## config.mk

```make
export PLATFORM = sky130hd
export DESIGN_NAME = pc_unit_flat
export DESIGN_NICKNAME = d
export VERILOG_FILES = /design/src/rtl/pc_unit_pkg.sv /design/src/rtl/pc_unit_if.sv /design/src/rtl/pc_range_chk.sv /design/src/rtl/pc_unit.sv /design/src/flat_wrapper.sv
export SDC_FILE = /design/constraint.sdc
export NUM_CORES = 1
export LEC_CHECK = 0
export CORE_ASPECT_RATIO = 1.25
export CORE_MARGIN = 2
export CORE_UTILIZATION = 43
export CTS_BUF_LIST = sky130_fd_sc_hd__clkbuf_2
export DETAILED_ROUTE_END_ITERATION = 12
export PLACE_DENSITY = 0.8
export SLEW_MARGIN = 15
export SYNTH_ARGS = -nofsm -noshare
export SYNTH_HDL_FRONTEND = slang
export SYNTH_SLANG_ARGS = --single-unit
```

## constraint.sdc

```tcl
create_clock -name clk -period 1.85 [get_ports clk]
set_input_delay 0.2775 -clock clk [delete_from_list [all_inputs] [get_ports clk]]
set_output_delay 0.2775 -clock clk [all_outputs]
set_load 0.1 [all_outputs]
```

## src/rtl/pc_unit_pkg.sv

```systemverilog
// Shared constants and types for the fetch-stage program counter.
// Address defaults match the single-cycle core's memory map.
`ifndef PC_default
`define PC_default 32'h0000_3000
`endif

package pc_unit_pkg;

    localparam logic [31:0] PC_RESET_DEFAULT   = `PC_default;
    localparam logic [31:0] EXC_VECTOR_DEFAULT = 32'h0000_4180;
    localparam logic [31:0] IM_BASE_DEFAULT    = 32'h0000_3000;
    localparam int          IM_WORDS_DEFAULT   = 4096;

    // The state is exactly the pending-redirect flag.
    typedef enum logic {
        PEND_IDLE = 1'b0,
        PEND_BUSY = 1'b1
    } pend_state_e;

endpackage

```

## src/rtl/pc_unit_if.sv

```systemverilog
// Control/data bundle between the hazard/branch/CP0 logic and the PC unit.
// Inputs are level signals sampled on the rising edge; there is no back-pressure.
interface pc_unit_if #(
    parameter int WIDTH = 32
);
    logic             stall;
    logic             redir_valid;
    logic [WIDTH-1:0] redir_target;
    logic             exc_req;
    logic             eret_req;
    logic [WIDTH-1:0] epc;
    logic [WIDTH-1:0] pc;
    logic [WIDTH-1:0] pc_plus4;
    logic             pend_valid;
    logic             fetch_adel;

    modport master (
        output stall, redir_valid, redir_target, exc_req, eret_req, epc,
        input  pc, pc_plus4, pend_valid, fetch_adel
    );

    modport slave (
        input  stall, redir_valid, redir_target, exc_req, eret_req, epc,
        output pc, pc_plus4, pend_valid, fetch_adel
    );
endinterface

```

## src/rtl/pc_range_chk.sv

```systemverilog
// Flags a fetch address that is misaligned or outside instruction memory.
// Compares in WIDTH+1 bits so a memory ending at the top of the space cannot overflow.
module pc_range_chk #(
    parameter int               WIDTH    = 32,
    parameter logic [WIDTH-1:0] IM_BASE  = WIDTH'(32'h0000_3000),
    parameter int               IM_WORDS = 4096
) (
    input  logic [WIDTH-1:0] pc,
    output logic             fetch_adel
);

    localparam logic [WIDTH:0] IM_LO   = {1'b0, IM_BASE};
    localparam logic [WIDTH:0] IM_SPAN = (WIDTH+1)'(64'(IM_WORDS) * 64'd4);
    localparam logic [WIDTH:0] IM_HI   = IM_LO + IM_SPAN;

    logic [WIDTH:0] pc_ext;
    logic           misaligned;
    logic           below;
    logic           above;

    always_comb begin
        pc_ext     = {1'b0, pc};
        misaligned = (pc[1:0] != 2'b00);
        below      = (pc_ext < IM_LO);
        above      = (pc_ext >= IM_HI);
        fetch_adel = misaligned | below | above;
    end

endmodule

```

## src/rtl/pc_unit.sv

```systemverilog
// Fetch-stage PC: stall hold, redirect, exception entry, eret return and
// a one-deep buffer for a redirect that lands while the F stage is frozen.
module pc_unit
    import pc_unit_pkg::*;
#(
    parameter int               WIDTH      = 32,
    parameter logic [WIDTH-1:0] RESET_PC   = WIDTH'(PC_RESET_DEFAULT),
    parameter logic [WIDTH-1:0] EXC_VECTOR = WIDTH'(EXC_VECTOR_DEFAULT),
    parameter logic [WIDTH-1:0] IM_BASE    = WIDTH'(IM_BASE_DEFAULT),
    parameter int               IM_WORDS   = IM_WORDS_DEFAULT
) (
    input  logic     clk,
    input  logic     reset,
    pc_unit_if.slave bus
);

    logic [WIDTH-1:0] pc_q, pc_d;
    logic [WIDTH-1:0] pend_target_q, pend_target_d;
    pend_state_e      state_q, state_d;

    always_ff @(posedge clk) begin
        if (reset) begin
            pc_q          <= RESET_PC;
            pend_target_q <= '0;
            state_q       <= PEND_IDLE;
        end else begin
            pc_q          <= pc_d;
            pend_target_q <= pend_target_d;
            state_q       <= state_d;
        end
    end

    // Priority: exception, eret, stall (buffer redirect), live redirect, buffered redirect, +4.
    always_comb begin
        pc_d          = pc_q;
        pend_target_d = pend_target_q;
        state_d       = state_q;
        if (bus.exc_req) begin
            pc_d    = EXC_VECTOR;
            state_d = PEND_IDLE;
        end else if (bus.eret_req) begin
            pc_d    = bus.epc;
            state_d = PEND_IDLE;
        end else if (bus.stall) begin
            if (bus.redir_valid) begin
                pend_target_d = bus.redir_target;
                state_d       = PEND_BUSY;
            end
        end else if (bus.redir_valid) begin
            pc_d    = bus.redir_target;
            state_d = PEND_IDLE;
        end else if (state_q == PEND_BUSY) begin
            pc_d    = pend_target_q;
            state_d = PEND_IDLE;
        end else begin
            pc_d = pc_q + WIDTH'(4);
        end
    end

    assign bus.pc         = pc_q;
    assign bus.pc_plus4   = pc_q + WIDTH'(4);
    assign bus.pend_valid = (state_q == PEND_BUSY);

    pc_range_chk #(
        .WIDTH   (WIDTH),
        .IM_BASE (IM_BASE),
        .IM_WORDS(IM_WORDS)
    ) u_range_chk (
        .pc        (pc_q),
        .fetch_adel(bus.fetch_adel)
    );

endmodule

```

## src/flat_wrapper.sv

```systemverilog
// flat-port wrapper written by rule: the top's interface ports become plain ports
module pc_unit_flat import pc_unit_pkg::*;
#(
    parameter int               WIDTH      = 32,
    parameter logic [WIDTH-1:0] RESET_PC   = WIDTH'(PC_RESET_DEFAULT),
    parameter logic [WIDTH-1:0] EXC_VECTOR = WIDTH'(EXC_VECTOR_DEFAULT),
    parameter logic [WIDTH-1:0] IM_BASE    = WIDTH'(IM_BASE_DEFAULT),
    parameter int               IM_WORDS   = IM_WORDS_DEFAULT
)
  (clk, reset, bus_stall, bus_redir_valid, bus_redir_target, bus_exc_req, bus_eret_req, bus_epc, bus_pc, bus_pc_plus4, bus_pend_valid, bus_fetch_adel);
  pc_unit_if #(.WIDTH(WIDTH)) bus_i ();
  input  logic clk;
  input  logic reset;
  input wire logic [$bits(bus_i.stall)-1:0] bus_stall;
  input wire logic [$bits(bus_i.redir_valid)-1:0] bus_redir_valid;
  input wire logic [$bits(bus_i.redir_target)-1:0] bus_redir_target;
  input wire logic [$bits(bus_i.exc_req)-1:0] bus_exc_req;
  input wire logic [$bits(bus_i.eret_req)-1:0] bus_eret_req;
  input wire logic [$bits(bus_i.epc)-1:0] bus_epc;
  output wire logic [$bits(bus_i.pc)-1:0] bus_pc;
  output wire logic [$bits(bus_i.pc_plus4)-1:0] bus_pc_plus4;
  output wire logic [$bits(bus_i.pend_valid)-1:0] bus_pend_valid;
  output wire logic [$bits(bus_i.fetch_adel)-1:0] bus_fetch_adel;
  assign bus_i.stall = bus_stall;
  assign bus_i.redir_valid = bus_redir_valid;
  assign bus_i.redir_target = bus_redir_target;
  assign bus_i.exc_req = bus_exc_req;
  assign bus_i.eret_req = bus_eret_req;
  assign bus_i.epc = bus_epc;
  assign bus_pc = bus_i.pc;
  assign bus_pc_plus4 = bus_i.pc_plus4;
  assign bus_pend_valid = bus_i.pend_valid;
  assign bus_fetch_adel = bus_i.fetch_adel;
  pc_unit #(.WIDTH(WIDTH), .RESET_PC(RESET_PC), .EXC_VECTOR(EXC_VECTOR), .IM_BASE(IM_BASE), .IM_WORDS(IM_WORDS)) u_core (.clk(clk), .reset(reset), .bus(bus_i));
endmodule
```

Word level (Yosys, flattened, before mapping)
Index checks and enable logic that the tools add are counted.
Widths: inputs -> output; s select.
{"block": "word_totals", "input_bits": 70, "register_bits": 65}
{"block": "classes", "addsub": 1, "bitwise": 5, "order_cmp": 2, "reduce_logical": 4, "mux": 5, "n_eq_ne": 2}
{"op": "$mux 32", "count": 4}
{"op": "$add 32x3->32 const B", "count": 1}
{"op": "$ge 32x15->1 const B", "count": 1}
{"op": "$lt 32x14->1 const B", "count": 1}
{"op": "$mux 15", "count": 1}
{"op": "$reduce_and 4->1", "count": 1}
{"op": "$reduce_or 4->1", "count": 1}
{"op": "$ne 3x1->1 const B", "count": 1}
{"op": "$not 1->1", "count": 3}
{"op": "$ne 2x1->1 const B", "count": 1}
{"op": "$or 1x1->1", "count": 2}
{"op": "$reduce_bool 2->1", "count": 1}
{"op": "$reduce_or 2->1", "count": 1}

Depth between registers and ports, before layout
{"block": "logic_depth", "ltp_word": 6, "mapped_depth": 8, "mapped_depth_nobuf": 6}

Modules after synthesis
From an unflattened synthesis, not the netlist that was laid out.
{"block": "unflattened", "cells_unflattened": 541, "area_unflattened_um2": 4022.6}
{"mod": "pc_unit", "area_per_inst_um2": 3967.6, "seq_area_each_um2": 1301.2, "cells_each": 532, "n_inst": 1}
{"mod": "pc_range_chk", "area_per_inst_um2": 55.1, "seq_area_each_um2": 0.0, "cells_each": 9, "n_inst": 1}

Worst setup path after synthesis
OpenSTA, ideal clock, no wires.
{"block": "synth_path", "path_kind": "reg-to-output", "start": "register u_core.pc_q[3], in the netlist u_core.bus.pc[3]", "end": "output port bus_pc_plus4[18]", "required_time_ps": 1572, "t_arrival_ps": 3742, "path_slack_ps": -2169, "path_stages_with_launch": 7, "cell_sequence": "dfxtp_1 ha_1 and4_1 buf_4 nor3b_2 nand4_1 xnor2_1"}
{"block": "synth_between", "elab_chain_cells": 1}
{"item": "from (decl)", "line": "pc_unit.sv:17", "text": "logic [WIDTH-1:0] pc_q, pc_d;"}
{"item": "from (signal assigned)", "line": "pc_unit.sv:27", "text": "pc_q <= pc_d;"}
{"item": "$add 32x3->32", "line": "pc_unit.sv:61", "text": "assign bus.pc_plus4 = pc_q + WIDTH'(4);"}
{"item": "to (decl)", "line": "flat_wrapper.sv:21", "text": "output wire logic [$bits(bus_i.pc_plus4)-1:0] bus_pc_plus4;"}
No other way between the ends.

Worst setup path after layout
{"block": "layout_path", "start": "register u_core.pc_q[8], in the netlist u_core.bus.pc[8]", "end": "output port bus_pc_plus4[24]"}
The elaborated chain is that of the path after synthesis.

==> summary.txt <==
Area share of the largest cell type after synthesis: 0.321
Die height: 113 microns
Startpoint Class: register
Violated checks: setup timing
Largest net degree at the start of global routing: 38
Nets: 849
Critical Path AT: 2450 ps
Leading area contributor after synthesis: dfxtp_1
Ys async rst share: 0
Synthesized flop and latch total: 65
Worst R2R End: u_core.bus.pc[18]
Cell variety after synth: 65
Post-synth top cells: nand2_1, dfxtp_1, a21oi_1
Core ar.: 9170 sq um
PwrDens: 534 nW/um^2
Seq/Total Area, Yosys: 0.321
DP HPWL: 14000 microns
IO Pins: 136
Crit path time final: 2720 ps
WP data required: 1570 ps
Outcome: finished with violations
WHS: 269 ps
RSZ-0062 raised after global routing: yes
Worst-Skew Late Latency: 590 ps
Gr usage total: 0.374
Root buffer cell: clkbuf_2
Leakage: 3.35 nW
Fmax: 0.367 GHz
# DRC: 0
DR iter-0 viols: 550
Slew margin rel.: 0.699
Max-cap viol count: 0
Place WS: -247 ps
CTS tree: yes
IO buf count: 135
Post-Syn Area: 4060 sq um
H-tree levels: 3
Synth Net Count: 602
Area contributors post-synth: dfxtp_1, nand2_1, a21oi_1
Vias per cell: 6.30
Drt wl/cell: 22.9 microns
VDD IR max: 0.000479 V
Synthesized instance count: 530
Crit. End Element: output port
Origin of the critical flop-to-flop path: u_core.bus.pc[2]
Clk_skew: 35.8 ps
First-pass DRT Iterations: 5
Setup TNS: -18870 ps
Initial antenna violation count: 0
Synth Area per Inst: 7.66 sq um
Worst Hold Launch: bus_redir_target[1]
Hold depth: 3
Count of final setup violators: 37
Synth Warn #: 0
Die Wd: 90.9 microns
Worst-Margin Slew: 447 ps
Synth Flop Type: dfxtp_1
Max-slew violations: 0
TritonCTS buffer count: 9
Reg-to-reg setup timing slack: -120 ps
WS Path Type: register to output port
Site row count: 39
R2R cell count: 8
RePlAce Congestion: 0.946
Clock Sink Count: 65
Post-synth EDFFs: 0
CTS clk-pin slew, worst paths: 220 ps
Initial Util: 0.442
CP Max Fanout: 4
Vias in the first global route: 5368
Clk buf depth: 2
First-pass GRT wire length: 29800 microns
Layout cells sized above 1: 0.442
Final Cycle Share: 1.47
Hold WC Path Type: primary input to register
Power Total: 4.32 mW
DRT Wirelength: 20700 microns
Cts hold-fix bufs: 0
Hold Path Sink: u_core.pend_target_q[1]
Syn-to-layout area delta: 99.5%
Most common cell in the netlist: nand2_1
Setup ws final: -874 ps
Ant diodes: 0
Remaining global-route overflow: 0
Routed Antenna Nets: 0
Via count: 5699
Hold Vio Cnt, Final: 0
Die ar.: 10200 sq um
stage by stage:
step	area, sq um	cells	utilization
2_1_floorplan	4710	530	-
3_3_place_gp	7350	856	0.801
3_5_place_dp	7350	856	0.801
4_1_cts	7880	897	0.859
5_1_grt	8100	905	0.883
6_report	8100	905	0.883
power by group:
part           total (mW)  internal, mW  switching [mW]
Sequential           1.50          1.44          0.0581
Clock               0.921         0.323           0.598
Combinational        1.90         0.757            1.14
logic make-up (layout without fill, tap and decap cells):
logic type	after synthesis	count (layout)	synth area share
compound gates	158	158	0.256
simple gates	217	217	0.286
mux	5	5	0.0123
xor+xnor	25	25	0.0558
flops	65	65	0.321
buf+inv	58	310	0.0635
fa+ha+maj	2	2	0.00616
timing repair:
| action | CTS | global route |
|---|---|---|
| resized for setup | 51 | 36 |
| buffers inserted | 28 | 15 |
| endpoints found under the setup margin | 38 | 42 |
| pin swaps | 37 | 35 |
sequential cells by signal, indices dropped and copies added, names as in the netlist, named ones only:
register               count
u_core.pend_target_q      32
u_core.bus.pc             30
u_core.bus.pend_valid      1
routing by layer:
metal / wire [microns] / global-route usage / vias to the layer above
li1: - / - / 2435
met1: 7830 / 0.472 / 2704
met2: 9970 / 0.626 / 464
met3: 1990 / 0.0691 / 96
met4: 946 / 0.166 / 0
met5: 0 / 0 / -
how the worst max path moves through the flow:
stage                     start                 to  slack, ps
2_1_floorplan  u_core.bus.pc[3]   bus_pc_plus4[18]       -660
3_3_place_gp       bus_eret_req  u_core.bus.pc[13]       -250
3_5_place_dp       bus_eret_req  u_core.bus.pc[13]       -250
4_1_cts        u_core.bus.pc[2]   bus_pc_plus4[30]       -730
5_1_grt        u_core.bus.pc[9]   bus_pc_plus4[24]       -930
6_report       u_core.bus.pc[8]   bus_pc_plus4[24]       -870
cell type report:
type | count | area (sq um)
fillers | 444 | 1070
well taps | 123 | 154
flip-flops and latches | 65 | 1410
clock inverters | 5 | 55.1
repair buffers | 282 | 3120
clock buffers | 11 | 55.1
multi-input cells | 407 | 3260
inverters | 12 | 52.6
worst max-delay path, stage by stage (launching register included):
cell and delay (ps):
dfxtp_4 410, and4_4 250, buf_6 130, nand4_1 270, nor3_1 410, or2_4 210
buf_12 170
layout by cell type (no fill, tap or decap), drive strengths merged, types with 5 or more instances in the layout:
| master | count |
|---|---|
| a22oi | 5 |
| and2 | 5 |
| or2 | 7 |
| and4 | 7 |
| xor2 | 8 |
| buf | 213 |
| nand2 | 91 |
| nor4 | 6 |
| nor3 | 17 |
| clkbuf | 11 |
| mux2i | 5 |
| nand3 | 17 |
| inv | 11 |
| clkdlybuf4s50 | 69 |
| a21oi | 58 |
| nor2b | 7 |
| nand4 | 15 |
| nor2 | 20 |
| a211oi | 5 |
| a221o | 9 |
| and3 | 7 |
| xnor2 | 17 |
| o211ai | 6 |
| nand2b | 8 |
| o31ai | 5 |
| dfxtp | 65 |
| a221oi | 14 |
| o21ai | 26 |
(Power assumes the default switching activity.)
